**config.mk**
```make
export PLATFORM = sky130hd
export DESIGN_NAME = data_mem_unit_flat
export DESIGN_NICKNAME = d
export VERILOG_FILES = /design/src/rtl/dmu_pkg.sv /design/src/rtl/dmu_mem_if.sv /design/src/rtl/dmu_lane_align.sv /design/src/rtl/data_mem_unit.sv /design/src/flat_wrapper.sv
export SDC_FILE = /design/constraint.sdc
export NUM_CORES = 1
export LEC_CHECK = 0
export BUFFER_PORTS_ARGS = -buffer_cell sky130_fd_sc_hd__buf_2
export CAP_MARGIN = 15
export CORE_MARGIN = 5
export CORE_UTILIZATION = 30
export CTS_CLUSTER_SIZE = 14
export DETAILED_ROUTE_END_ITERATION = 16
export PLACE_DENSITY = 0.6
export SLEW_MARGIN = 25
export SYNTH_ARGS = -nofsm -noshare
export SYNTH_HDL_FRONTEND = slang
export SYNTH_HIERARCHICAL = 1
export SYNTH_SLANG_ARGS = --single-unit
```
**constraint.sdc**
```tcl
create_clock -name clk -period 3.85 [get_ports clk]
set_input_delay 0.5775 -clock clk [delete_from_list [all_inputs] [get_ports clk]]
set_output_delay 0.5775 -clock clk [all_outputs]
set_load 0.1 [all_outputs]
```
**src/rtl/dmu_pkg.sv**
```systemverilog
// Shared types and helpers for the data-memory unit.
//   dmu_state_e  : transaction FSM states
//   SZ_*         : access-size encodings carried in funct3[1:0]
//   size_mask    : low-address bits that must be zero for an aligned access
//   be_gen       : byte-enable mask for a size at a byte offset (8-lane form)
//   load_extend  : extract a loaded field at a byte offset and sign/zero extend
// The helpers work on the widest (64-bit, 8-lane) form. Narrower users truncate
// the result, which is exact because an aligned access never crosses the word.
package dmu_pkg;

  typedef enum logic [1:0] {
    IDLE = 2'd0,
    REQ  = 2'd1,
    RESP = 2'd2,
    ERR  = 2'd3
  } dmu_state_e;

  localparam logic [1:0] SZ_B = 2'd0;
  localparam logic [1:0] SZ_H = 2'd1;
  localparam logic [1:0] SZ_W = 2'd2;
  localparam logic [1:0] SZ_D = 2'd3;

  function automatic logic [2:0] size_mask(input logic [1:0] size);
    return 3'((4'd1 << size) - 4'd1);
  endfunction

  function automatic logic [7:0] be_gen(input logic [1:0] size,
                                        input logic [2:0] offset);
    logic [15:0] m;
    m = (16'd1 << (5'd1 << size)) - 16'd1;
    m = m << offset;
    return m[7:0];
  endfunction

  function automatic logic [63:0] load_extend(input logic [63:0] data,
                                              input logic [1:0]  size,
                                              input logic [2:0]  offset,
                                              input logic        uns);
    logic [63:0] s;
    logic [63:0] r;
    s = data >> {offset, 3'b000};
    case (size)
      SZ_B:    r = uns ? {56'd0, s[7:0]}  : {{56{s[7]}},  s[7:0]};
      SZ_H:    r = uns ? {48'd0, s[15:0]} : {{48{s[15]}}, s[15:0]};
      SZ_W:    r = uns ? {32'd0, s[31:0]} : {{32{s[31]}}, s[31:0]};
      default: r = s;
    endcase
    return r;
  endfunction

endpackage

```
**src/rtl/dmu_mem_if.sv**
```systemverilog
// Handshake bus between the data-memory unit and the data memory.
//   master (unit)  : drives mem_req/mem_we/mem_addr/mem_be/mem_wdata
//   slave (memory) : drives mem_rdata and the single-cycle mem_ack pulse
interface dmu_mem_if #(
  parameter int WIDTH      = 32,
  parameter int ADDR_WIDTH = 32
);

  logic                    mem_req;
  logic                    mem_we;
  logic [ADDR_WIDTH-1:0]   mem_addr;
  logic [WIDTH/8-1:0]      mem_be;
  logic [WIDTH-1:0]        mem_wdata;
  logic [WIDTH-1:0]        mem_rdata;
  logic                    mem_ack;

  modport master (
    output mem_req, mem_we, mem_addr, mem_be, mem_wdata,
    input  mem_rdata, mem_ack
  );

  modport slave (
    input  mem_req, mem_we, mem_addr, mem_be, mem_wdata,
    output mem_rdata, mem_ack
  );

endinterface

```
**src/rtl/dmu_lane_align.sv**
```systemverilog
// Combinational lane steering for the data-memory unit.
//   size, offset, uns : access size, byte offset inside the word, unsigned load
//   st_data           : right-aligned store data
//   ld_data           : raw memory read word
//   be                : byte enables for the access
//   wdata             : store data shifted into its byte lanes
//   ld_result         : extracted and extended load value
module dmu_lane_align
  import dmu_pkg::*;
#(
  parameter int WIDTH = 32,
  parameter int OFF_W = $clog2(WIDTH/8)
) (
  input  logic [1:0]         size,
  input  logic [OFF_W-1:0]   offset,
  input  logic               uns,
  input  logic [WIDTH-1:0]   st_data,
  input  logic [WIDTH-1:0]   ld_data,
  output logic [WIDTH/8-1:0] be,
  output logic [WIDTH-1:0]   wdata,
  output logic [WIDTH-1:0]   ld_result
);

  localparam int WB = WIDTH/8;

  assign be        = WB'(be_gen(size, 3'(offset)));
  assign wdata     = st_data << {offset, 3'b000};
  assign ld_result = WIDTH'(load_extend(64'(ld_data), size, 3'(offset), uns));

endmodule

```
**src/rtl/data_mem_unit.sv**
```systemverilog
// Data-memory unit: accepts one load or store from the execute stage, issues it
// on a variable-latency memory handshake, and returns the extended load result.
//   clk, rst          : clock, asynchronous active-low reset
//   req_valid/ready   : core request handshake (ready only while idle)
//   read_en/write_en  : load / store select (exactly one must be set)
//   Funct3            : [1:0] size, [2] unsigned load
//   Mem_addr, RS2_data: byte address and right-aligned store data
//   dmu_out_data      : extended load result, held between loads
//   dmu_done          : one-cycle completion pulse (success or error)
//   stall             : core must hold its pipeline
//   misalign_err      : sticky, set for misaligned or illegal-size requests
//   timeout_err       : sticky, set when memory never acknowledged
//   mem               : memory bus (master side)
module data_mem_unit
  import dmu_pkg::*;
#(
  parameter int WIDTH          = 32,
  parameter int ADDR_WIDTH     = 32,
  parameter int TIMEOUT_CYCLES = 16
) (
  input  logic                  clk,
  input  logic                  rst,
  input  logic                  req_valid,
  output logic                  req_ready,
  input  logic                  read_en,
  input  logic                  write_en,
  input  logic [2:0]            Funct3,
  input  logic [ADDR_WIDTH-1:0] Mem_addr,
  input  logic [WIDTH-1:0]      RS2_data,
  output logic [WIDTH-1:0]      dmu_out_data,
  output logic                  dmu_done,
  output logic                  stall,
  output logic                  misalign_err,
  output logic                  timeout_err,
  dmu_mem_if.master             mem
);

  localparam int WB    = WIDTH/8;
  localparam int OFF_W = $clog2(WB);
  localparam int CNT_W = $clog2(TIMEOUT_CYCLES+1);

  dmu_state_e state, state_d;

  logic [CNT_W-1:0]      cnt;
  logic [ADDR_WIDTH-1:0] addr_p1;
  logic [2:0]            f3_p1;
  logic [WIDTH-1:0]      wdata_p1;
  logic                  we_p1;

  logic                  accept;
  logic                  bad_req;
  logic [1:0]            req_size;
  logic [OFF_W-1:0]      req_off;
  logic                  in_req;
  logic                  timeout_hit;

  logic [WB-1:0]         be_w;
  logic [WIDTH-1:0]      wdata_w;
  logic [WIDTH-1:0]      ld_w;

  // Request decode in IDLE: accept only a pure load or a pure store
  assign req_size = Funct3[1:0];
  assign req_off  = Mem_addr[OFF_W-1:0];
  assign accept   = (state == IDLE) && req_valid && (read_en ^ write_en);

  // Illegal sizes fold into the misaligned path
  assign bad_req  = ((WIDTH == 32) && (req_size == SZ_D)) ||
                    (write_en && Funct3[2]) ||
                    ((3'(req_off) & size_mask(req_size)) != 3'd0);

  assign in_req      = (state == REQ);
  // Ack in the last allowed cycle still wins over the timeout
  assign timeout_hit = in_req && !mem.mem_ack &&
                       (cnt == CNT_W'(TIMEOUT_CYCLES-1));

  always_comb begin
    state_d = state;
    case (state)
      IDLE: if (accept) state_d = bad_req ? ERR : REQ;
      REQ: begin
        if (mem.mem_ack)      state_d = RESP;
        else if (timeout_hit) state_d = ERR;
      end
      RESP:    state_d = IDLE;
      ERR:     state_d = IDLE;
      default: state_d = IDLE;
    endcase
  end

  // Stage p1: request fields captured on accept, control and status registers
  always_ff @(posedge clk or negedge rst) begin
    if (!rst) begin
      state        <= IDLE;
      cnt          <= '0;
      addr_p1      <= '0;
      f3_p1        <= '0;
      wdata_p1     <= '0;
      we_p1        <= 1'b0;
      misalign_err <= 1'b0;
      timeout_err  <= 1'b0;
      dmu_out_data <= '0;
    end else begin
      state <= state_d;
      if (accept) begin
        addr_p1      <= Mem_addr;
        f3_p1        <= Funct3;
        wdata_p1     <= RS2_data;
        we_p1        <= write_en;
        cnt          <= '0;
        misalign_err <= bad_req;
        timeout_err  <= 1'b0;
      end
      if (in_req) begin
        if (cnt != CNT_W'(TIMEOUT_CYCLES)) cnt <= cnt + 1'b1;
        if (mem.mem_ack && !we_p1) dmu_out_data <= ld_w;
        if (timeout_hit) timeout_err <= 1'b1;
      end
    end
  end

  dmu_lane_align #(
    .WIDTH (WIDTH),
    .OFF_W (OFF_W)
  ) u_align (
    .size      (f3_p1[1:0]),
    .offset    (addr_p1[OFF_W-1:0]),
    .uns       (f3_p1[2]),
    .st_data   (wdata_p1),
    .ld_data   (mem.mem_rdata),
    .be        (be_w),
    .wdata     (wdata_w),
    .ld_result (ld_w)
  );

  // Memory bus is quiet outside REQ so reset and idle show all zeros
  assign mem.mem_req   = in_req;
  assign mem.mem_we    = in_req & we_p1;
  assign mem.mem_addr  = in_req ? {addr_p1[ADDR_WIDTH-1:OFF_W], OFF_W'(0)} : '0;
  assign mem.mem_be    = in_req ? be_w : '0;
  assign mem.mem_wdata = in_req ? wdata_w : '0;

  assign req_ready = (state == IDLE);
  assign dmu_done  = (state == RESP) || (state == ERR);
  assign stall     = (state == IDLE) ? (req_valid & (read_en | write_en)) : 1'b1;

endmodule

```
**src/flat_wrapper.sv**
```systemverilog
// flat-port wrapper written by rule: the top's interface ports become plain ports
module data_mem_unit_flat import dmu_pkg::*;
#(
  parameter int WIDTH          = 32,
  parameter int ADDR_WIDTH     = 32,
  parameter int TIMEOUT_CYCLES = 16
)
  (clk, rst, req_valid, req_ready, read_en, write_en, Funct3, Mem_addr, RS2_data, dmu_out_data, dmu_done, stall, misalign_err, timeout_err, mem_mem_req, mem_mem_we, mem_mem_addr, mem_mem_be, mem_mem_wdata, mem_mem_rdata, mem_mem_ack);
  dmu_mem_if #(.WIDTH(WIDTH), .ADDR_WIDTH(ADDR_WIDTH)) mem_i ();
  input  logic clk;
  input  logic rst;
  input  logic req_valid;
  output logic req_ready;
  input  logic read_en;
  input  logic write_en;
  input  logic [2:0] Funct3;
  input  logic [ADDR_WIDTH-1:0] Mem_addr;
  input  logic [WIDTH-1:0] RS2_data;
  output logic [WIDTH-1:0] dmu_out_data;
  output logic dmu_done;
  output logic stall;
  output logic misalign_err;
  output logic timeout_err;
  output wire logic [$bits(mem_i.mem_req)-1:0] mem_mem_req;
  output wire logic [$bits(mem_i.mem_we)-1:0] mem_mem_we;
  output wire logic [$bits(mem_i.mem_addr)-1:0] mem_mem_addr;
  output wire logic [$bits(mem_i.mem_be)-1:0] mem_mem_be;
  output wire logic [$bits(mem_i.mem_wdata)-1:0] mem_mem_wdata;
  input wire logic [$bits(mem_i.mem_rdata)-1:0] mem_mem_rdata;
  input wire logic [$bits(mem_i.mem_ack)-1:0] mem_mem_ack;
  assign mem_mem_req = mem_i.mem_req;
  assign mem_mem_we = mem_i.mem_we;
  assign mem_mem_addr = mem_i.mem_addr;
  assign mem_mem_be = mem_i.mem_be;
  assign mem_mem_wdata = mem_i.mem_wdata;
  assign mem_i.mem_rdata = mem_mem_rdata;
  assign mem_i.mem_ack = mem_mem_ack;
  data_mem_unit #(.WIDTH(WIDTH), .ADDR_WIDTH(ADDR_WIDTH), .TIMEOUT_CYCLES(TIMEOUT_CYCLES)) u_core (.clk(clk), .rst(rst), .req_valid(req_valid), .req_ready(req_ready), .read_en(read_en), .write_en(write_en), .Funct3(Funct3), .Mem_addr(Mem_addr), .RS2_data(RS2_data), .dmu_out_data(dmu_out_data), .dmu_done(dmu_done), .stall(stall), .misalign_err(misalign_err), .timeout_err(timeout_err), .mem(mem_i));
endmodule
```
== Word level (Yosys, flattened, before mapping) ==
Index checks and enable logic that the tools add are counted.

* Flip-flop bits (word level): 109
* Output and inout port bits: 107
* Logic and storage cells: 68

* Add/subtract/negate cells: 3
* Equality and inequality tests: 10
* Shift operators: 6
* Muxes and demuxes: 18
* Bitwise logic cells: 5
* Reductions and logical operators: 17

{| class="wikitable"
|+ Operator list
! kind !! number
|-
| 2-to-1 mux 32 bit || 4
|-
| case mux 32 bit (3 select lines) || 1
|-
| << shifter 32 x 5 -> 32 bit || 1
|-
| right shift 32 x 5 -> 32 bit || 1
|-
| << shifter 1 x 5 -> 16 bit, first input constant || 1
|-
| << shifter 16 x 2 -> 4 bit || 1
|-
| subtractor 16 x 1 -> 16 bit, second input constant || 1
|-
| 2-to-1 mux 5 bit || 3
|-
| equality test 2 bit, second input constant || 4
|-
| 2-to-1 mux 2 bit || 4
|-
| logical AND 1 bit || 6
|-
| case mux 2 bit (3 select lines) || 1
|-
| adder 5 x 1 -> 5 bit, second input constant || 1
|-
| equality test 5 x 4 -> 1 bit, second input constant || 1
|-
| != test 5 bit, second input constant || 1
|-
| << shifter 1 x 2 -> 5 bit, first input constant || 1
|-
| equality test 2 x 1 -> 1 bit, second input constant || 2
|-
| logical NOT 2 bit || 2
|-
| 2-to-1 mux 1 bit || 4
|-
| 2-to-1 mux 4 bit || 1
|-
| AND reduction 2 bit || 2
|-
| AND 2 x 3 -> 3 bit || 1
|-
| logical OR 1 bit || 3
|-
| != test 3 bit, second input constant || 1
|-
| other kinds (9) || 11
|}

== Longest topological paths before layout ==
Gate-level depths: netlist (run 1).

* Depth after elaboration: 8
* Gate-level depth with buffers: 8
* Gate-level depth less buffers: 6

== Cells and area by module ==
Netlist (run 1), hierarchy kept.

{| class="wikitable"
|+ Modules (own cells, without submodules)
! module !! times used !! cells each !! area an instance (µm²) !! sequential area each (µm²)
|-
| data_mem_unit || 1 || 344 || 4,787.1 || 2,727.6
|-
| dmu_lane_align || 1 || 198 || 1,315.0 || 0.0
|}

== Worst setup path after synthesis (run 1) ==
No wires, ideal clock.

* Path type: reg2out
* Start: register u_core.state[0]
* End: output port stall
* Arrival time: 3.515 ns
* Required time: 3.273 ns
* Setup slack: -0.243 ns
* Stages on the path, launching flop included: 3
* Path through: dfrtp_1 -> nor2_1 -> o21ai_0

* Word-level cells in the longest chain between the ends: 2

{| class="wikitable"
|+ Ends and longest elaborated chain
! element !! line !! text
|-
| start: declaration || data_mem_unit.sv:42 || <nowiki>dmu_state_e state, state_d;</nowiki>
|-
| start signal: assignment || data_mem_unit.sv:103 || <nowiki>state <= state_d;</nowiki>
|-
| logical NOT 2 bit || -- ||
|-
| named net req_ready || flat_wrapper.sv:13 || <nowiki>output logic req_ready;</nowiki>
|-
| 2-to-1 mux 1 bit || data_mem_unit.sv:144 || <nowiki>assign stall = (state == IDLE) ? (req_valid & (read_en | write_en)) : 1'b1;</nowiki>
|-
| end: declaration || flat_wrapper.sv:21 || <nowiki>output logic stall;</nowiki>
|}

The timed path passes the listed nets, and every way through them passes these cells.

== Final worst setup path (run 1) ==
* Start: register u_core.addr_p1[1]
* End: output port mem_mem_wdata[20]

* Word-level cells in the longest chain between the ends: 2

{| class="wikitable"
|+ Ends and longest elaborated chain
! element !! line !! text
|-
| start: declaration || data_mem_unit.sv:45 || <nowiki>logic [ADDR_WIDTH-1:0] addr_p1;</nowiki>
|-
| start signal: assignment || data_mem_unit.sv:105 || <nowiki>addr_p1 <= Mem_addr;</nowiki>
|-
| << shifter 32 x 5 -> 32 bit || dmu_lane_align.sv:27 || <nowiki>assign wdata = st_data << {offset, 3'b000};</nowiki>
|-
| named net u_core.wdata_w[20] || data_mem_unit.sv:58 || <nowiki>logic [WIDTH-1:0] wdata_w;</nowiki>
|-
| 2-to-1 mux 32 bit || data_mem_unit.sv:140 || <nowiki>assign mem.mem_wdata = in_req ? wdata_w : '0;</nowiki>
|-
| end: declaration || flat_wrapper.sv:28 || <nowiki>output wire logic [$bits(mem_i.mem_wdata)-1:0] mem_mem_wdata;</nowiki>
|}

The timed path passes the listed nets, and every way through them passes these cells.

==> results of run 1 <==
## registers in the layout, indices dropped and copies added (netlist names)
| signal | cells |
|---|---|
| u_core/we_p1 | 1 |
| u_core/timeout_err | 1 |
| u_core/wdata_p1 | 32 |
| u_core/state | 2 |
| u_core/cnt | 5 |
| u_core/dmu_out_data | 32 |
| u_core/addr_p1 | 32 |
| u_core/misalign_err | 1 |
| u_core/f3_p1 | 3 |
## routing by layer
layer	track usage (%)	routed length, µm	vias to the layer above
met4	2.079	85	2
met2	22.97	7876	148
met5	0	20	-
met1	18.76	7489	2251
met3	5.169	1261	8
li1	-	-	2261
## kinds of logic after synthesis
logic type      Yosys count
xor+xnor                  1
compound gates           85
buf+inv                  50
mux                     138
other cells               1
fa+ha+maj                 4
flops                   109
simple gates            154
## worst max-delay path, cell delays in order, from the launching register on
cell and delay (ns):
dfrtp_2 0.67, and2b_1 0.76, nand2_1 0.11, o21ai_0 0.13
and2_1 0.16, buf_2 0.42
## layout by cell type, fill, tap and decap left out, types with 2 or more instances in the layout
cell and n:
buf_2 208, dfrtp_1 107, mux2_2 78, and2_1 75
mux2i_1 36, a21oi_1 32, nand2_1 24, mux2_4 22
o21ai_0 18, nor2b_1 17, nor2_1 16, a211oi_1 15
buf_4 10, clkbuf_16 9, o22ai_1 9, inv_1 8
or2_2 8, ha_1 4, clkbuf_8 2, and3_1 2
nor3_4 2, mux2_1 2, conb_1 2, dfrtp_2 2
nand2b_1 2
## area by class of cell
type | instances | area, µm² | share of cell area, %
Sequential cell | 109 | 2730 | 35.67
Timing Repair Buffer | 219 | 1136 | 14.84
Multi-Input combinational cell | 384 | 3118 | 40.73
Clock inverter | 3 | 46.29 | 0.6048
Clock buffer | 11 | 252.7 | 3.302
Tap cell | 270 | 337.8 | 4.413
Inverter | 9 | 33.78 | 0.4413
## stage by stage
| stage | instance area (µm²) | util [%] | hold WS (ns) | std cells | setup slack [ns] |
|---|---|---|---|---|---|
| final | 7655 | 38.08 | 0.2191 | 1005 | 0.6599 |
| after global routing | 7655 | 38.08 | 0.2388 | 1005 | 0.4858 |
| after CTS | 7655 | 38.08 | 0.2255 | 1005 | 0.6182 |
| after detailed placement | 7356 | 36.59 | 0.4735 | 991 | 1.005 |
| after global placement | 7356 | 36.59 | 0.4636 | 991 | 1.017 |
| after floorplan | 6108 | - | 0.2819 | 543 | 0.3899 |
## worst min-delay path by stage
stage,start,endpoint
floorplan,rst,u_core/addr_p1[0]
global placement,u_core/dmu_out_data[4],u_core/dmu_out_data[4]
detailed placement,u_core/dmu_out_data[4],u_core/dmu_out_data[4]
CTS,rst,u_core/f3_p1[0]
global route,rst,u_core/wdata_p1[19]
finish,rst,u_core/wdata_p1[19]
==> impl_metrics.env, run 1 <==
export IMPL_outcome="finished clean"
export IMPL_clk_latency_ns=0.35
export IMPL_num_vias=4670
export IMPL_required_ns=3.27
export IMPL_grt_total_usage_pct=14.20
export IMPL_worst_r2r_startpoint="u_core/addr_p1[1]"
export IMPL_synth_top_flop_cell="dfrtp_1"
export IMPL_area_growth_syn_to_layout_pct=25.45
export IMPL_synth_top_family_by_area="multiplexers"
export IMPL_avgSynthCellArea_um2=11.26
export IMPL_fp_dieH_um=152.6
export IMPL_fp_dieArea_um2=23290
export IMPL_number_of_buffers_created_by_cts=9
export IMPL_setup_tns_final_ns=0
export IMPL_nFillCells=2016
export IMPL_cp_start_kind="flip-flop"
export IMPL_detail_route_drc_violations=0
export IMPL_place_congestion=0.7399
export IMPL_ys_warnings_count=6
export IMPL_synth_top_area_share_pct=44.70
export IMPL_die_w_um=152.6
export IMPL_cts_tree="yes"
export IMPL_cts_max_level=3
export IMPL_synth_edff_count=0
export IMPL_synth_adder_area_share_pct=0.8202
export IMPL_core_region_area_um2=20100
export IMPL_final_period_utilization_pct=82.86
export IMPL_startpoint="u_core/addr_p1[1]"
export IMPL_root_buffer="clkbuf_16"
export IMPL_portion_of_the_post_synthesis_area_used_by_sequential_elements_pct=44.70
export IMPL_post_drt_via_cell_ratio=4.647
export IMPL_core_rows=52
export IMPL_yosysMostFrequentCell="dfrtp_1"
export IMPL_initial_core_util_pct=30.35
export IMPL_synth_async_sr_flop_share_pct=100.0
export IMPL_holdBufCountCts=0
export IMPL_finalSetupViolations=0
export IMPL_port_buffers=209
export IMPL_largest_net_degree_at_the_start_of_global_routing=50
export IMPL_detailedPlacementHpwl_mm=12.23
export IMPL_timing_reg2reg_setup_slack_ns=1.08
export IMPL_final_hold_violation_count=0
export IMPL_drt_iter0_drc=179
export IMPL_critPathKind="reg -> out"
export IMPL_first_global_vias=4814
export IMPL_timing_max_cap_violations=0
export IMPL_rr_endpoint="u_core/dmu_out_data[24]"
export IMPL_hold_path_class="in -> async"
export IMPL_cp_data_arrival_time_ns=2.61
export IMPL_worst_slew_margin_rel_pct=52.52
export IMPL_worst_setup_path_endpoint="mem_mem_wdata[20]"
export IMPL_clock_sinks=109
export IMPL_worst_setup_hold_path_clk_slew_ns=0.07
export IMPL_clock_fmax_ghz=0.3135
export IMPL_final_net_count=841
export IMPL_grt_antenna_before_repair=1
export IMPL_grt_remaining_overflow=0
export IMPL_synth_compound_gate_area_share_pct=8.858
export IMPL_ff2ff_path_depth=5
export IMPL_ys_seq_elements=109
export IMPL_post_synth_instance_area_um2=6102
export IMPL_io_pin_count=212
export IMPL_drive_gt1_share_pct=47.89
export IMPL_cts_post_setup_buffers_inserted=0
export IMPL_drt_first_pass_iters=4
export IMPL_worst_slew_pin_transition_ns=0.7122
export IMPL_ctsLongestPathBuffers=2
export IMPL_ys_top_cells_by_count="dfrtp_1, mux2_2, and2_1"
export IMPL_netlist_cell_type_count=45
export IMPL_antenna_cells=0
export IMPL_rsz_0062_raised_after_global_routing="no"
export IMPL_postRouteWirelength_mm=16.73
export IMPL_yosys_area_top_type="dfrtp_1"
export IMPL_critPathMaxFanout=36
export IMPL_worst_clk_skew_ns=0.007047
export IMPL_fin_crit_ns=3.190
export IMPL_global_route_wire_length_before_repair_mm=26.81
export IMPL_route_antenna_remaining_nets=0
export IMPL_share_of_synthesized_area_spent_on_multiplexers_pct=26.08
export IMPL_slew_violations=0
export IMPL_synth_xor_area_share_pct=0.1435
export IMPL_setup_worst_path_end_class="output pin"
export IMPL_cts_resized=0
export IMPL_netlist_instances=542
export IMPL_synth_top_cells_by_area="dfrtp_1, mux2_2, and2_1"
export IMPL_route_detailed_wl_per_inst_um=16.65
export IMPL_yosys_area_share_simple_pct=14.76
Power of run 1 is left out: the tool's default activity adds up to more than one toggle a clock period on the data nets, which glitch-free logic cannot reach.
==> run 2, diff against run 1 <==
- clock period: 3.85 -> 3 ns (I/O delays scaled with it)
==> impl_metrics.env, run 2 (same netlist as run 1, synthesis figures left out) <==
export IMPL_port_buffers=209
export IMPL_worst_clk_skew_ns=0.008833
export IMPL_slew_violations=0
export IMPL_cp_slowest_stage_delay_ns=0.67
export IMPL_clock_fmax_ghz=0.3674
export IMPL_multi_input_area_um2=3118
export IMPL_worst_slew_margin_rel_pct=53.06
export IMPL_holdBufCountCts=0
export IMPL_cts_post_setup_buffers_inserted=0
export IMPL_cp_data_arrival_time_ns=2.27
export IMPL_largest_net_degree_at_the_start_of_global_routing=48
export IMPL_fp_dieH_um=152.6
export IMPL_mostFrequentLayoutCell="buf_2"
export IMPL_timing_critical_path_slowest_stage_cell="dfrtp_2"
export IMPL_critPathMaxFanout=23
export IMPL_cts_resized=0
export IMPL_nFillCells=2027
export IMPL_required_ns=2.55
export IMPL_number_of_buffers_created_by_cts=9
export IMPL_clk_latency_ns=0.35
export IMPL_layout_common_cells="buf_2, dfrtp_1, mux2_2, and2_1, mux2i_1"
export IMPL_fp_dieArea_um2=23290
export IMPL_place_congestion=0.7449
export IMPL_worst_setup_hold_path_clk_slew_ns=0.07
export IMPL_detailedPlacementHpwl_mm=12.21
export IMPL_die_w_um=152.6
export IMPL_fin_ws_ns=0.2781
export IMPL_placement_setup_worst_slack_ns=0.6196
export IMPL_setup_tns_final_ns=0
export IMPL_rsz_0062_raised_after_global_routing="no"
export IMPL_cts_max_level=3
export IMPL_route_detailed_wl_per_inst_um=16.52
export IMPL_drt_first_pass_iters=4
export IMPL_core_rows=52
export IMPL_finalSetupViolations=0
export IMPL_grt_remaining_overflow=0
export IMPL_cts_tree="yes"
export IMPL_ctsLongestPathBuffers=2
export IMPL_route_antenna_remaining_nets=0
export IMPL_detail_route_drc_violations=0
export IMPL_root_buffer="clkbuf_16"
export IMPL_num_vias=4680
export IMPL_post_drt_via_cell_ratio=4.625
export IMPL_drive_gt1_share_pct=48.18
export IMPL_final_hold_violation_count=0
export IMPL_seq_area_um2=2730
export IMPL_first_global_vias=4858
export IMPL_io_pin_count=212
export IMPL_reg_largest_list="u_core/addr_p1 (32), u_core/dmu_out_data (32), u_core/wdata_p1 (32)"
export IMPL_critPathKind="reg -> out"
export IMPL_final_net_count=845
export IMPL_clock_sinks=109
export IMPL_timing_max_cap_violations=0
export IMPL_global_route_wire_length_before_repair_mm=26.92
export IMPL_postRouteWirelength_mm=16.72
export IMPL_drt_iter0_drc=134
export IMPL_worst_slew_pin_transition_ns=0.7041
export IMPL_hold_path_class="in -> async"
export IMPL_outcome="finished clean"
export IMPL_final_period_utilization_pct=90.73
export IMPL_timing_critical_path_cells="and2b_1, nand2_1, o21ai_0, and2_1, buf_12"
export IMPL_setup_worst_path_end_class="output pin"
export IMPL_core_region_area_um2=20100
export IMPL_cp_start_kind="flip-flop"
export IMPL_area_growth_syn_to_layout_pct=27.97
export IMPL_grt_total_usage_pct=14.15
export IMPL_initial_core_util_pct=30.35
export IMPL_grt_antenna_before_repair=2
export IMPL_fin_crit_ns=2.722
run 2: path summary, 6_finish.rpt:
path	from	end	slack (ns)	cells past startpoint
worst max-delay path	u_core/addr_p1[0]	mem_mem_wdata[20]	0.28	5
worst min register to register	u_core/dmu_out_data[4]	u_core/dmu_out_data[4]	0.48	1
worst min-delay path	rst	u_core/wdata_p1[19]	0.11	1
max in group asynchronous	rst	u_core/dmu_out_data[13]	2.11	2
worst max register to register	u_core/addr_p1[1]	u_core/dmu_out_data[30]	0.84	4
min in group clk	Mem_addr[12]	u_core/addr_p1[12]	0.33	2
run 2: through the flow:
step | instances | hold WS, ns | cell area, µm² | utilization [%]
2_1_floorplan | 543 | 0.1544 | 6110 | -
3_3_place_gp | 995 | 0.4672 | 7531 | 37.46
3_5_place_dp | 995 | 0.4702 | 7531 | 37.46
4_1_cts | 1011 | 0.1183 | 7806 | 38.83
5_1_grt | 1012 | 0.1468 | 7809 | 38.84
6_report | 1012 | 0.1060 | 7809 | 38.84
run 2: cell type report:
cell class,instances,share of cell area [%]
repair buffers,223,16.79
well taps,270,4.326
inverters,9,0.4326
multi-input cells,384,39.93
clock buffers,10,2.932
clock inverters,6,0.5929
diodes,1,0.03205
flip-flops and latches,109,34.96
run 2: critical path: cells and delay by family, from the launching register on:
kind	cells	cell delay (ns)
buffers and inverters	1	0.18
AND/OR/NAND/NOR	3	0.97
AO/OA/AOI/OAI	1	0.10
flip-flops	1	0.67
run 2: per-layer routing:
| layer | track usage, % | up-vias | share of wire (%) |
|---|---|---|---|
| li1 | - | 2271 | - |
| met1 | 19.34 | 2234 | 47 |
| met2 | 22.11 | 153 | 46 |
| met3 | 3.863 | 20 | 6.5 |
| met4 | 3.988 | 2 | 1.2 |
| met5 | 0 | - | 0.078 |
Power of run 2 is left out for the same reason.
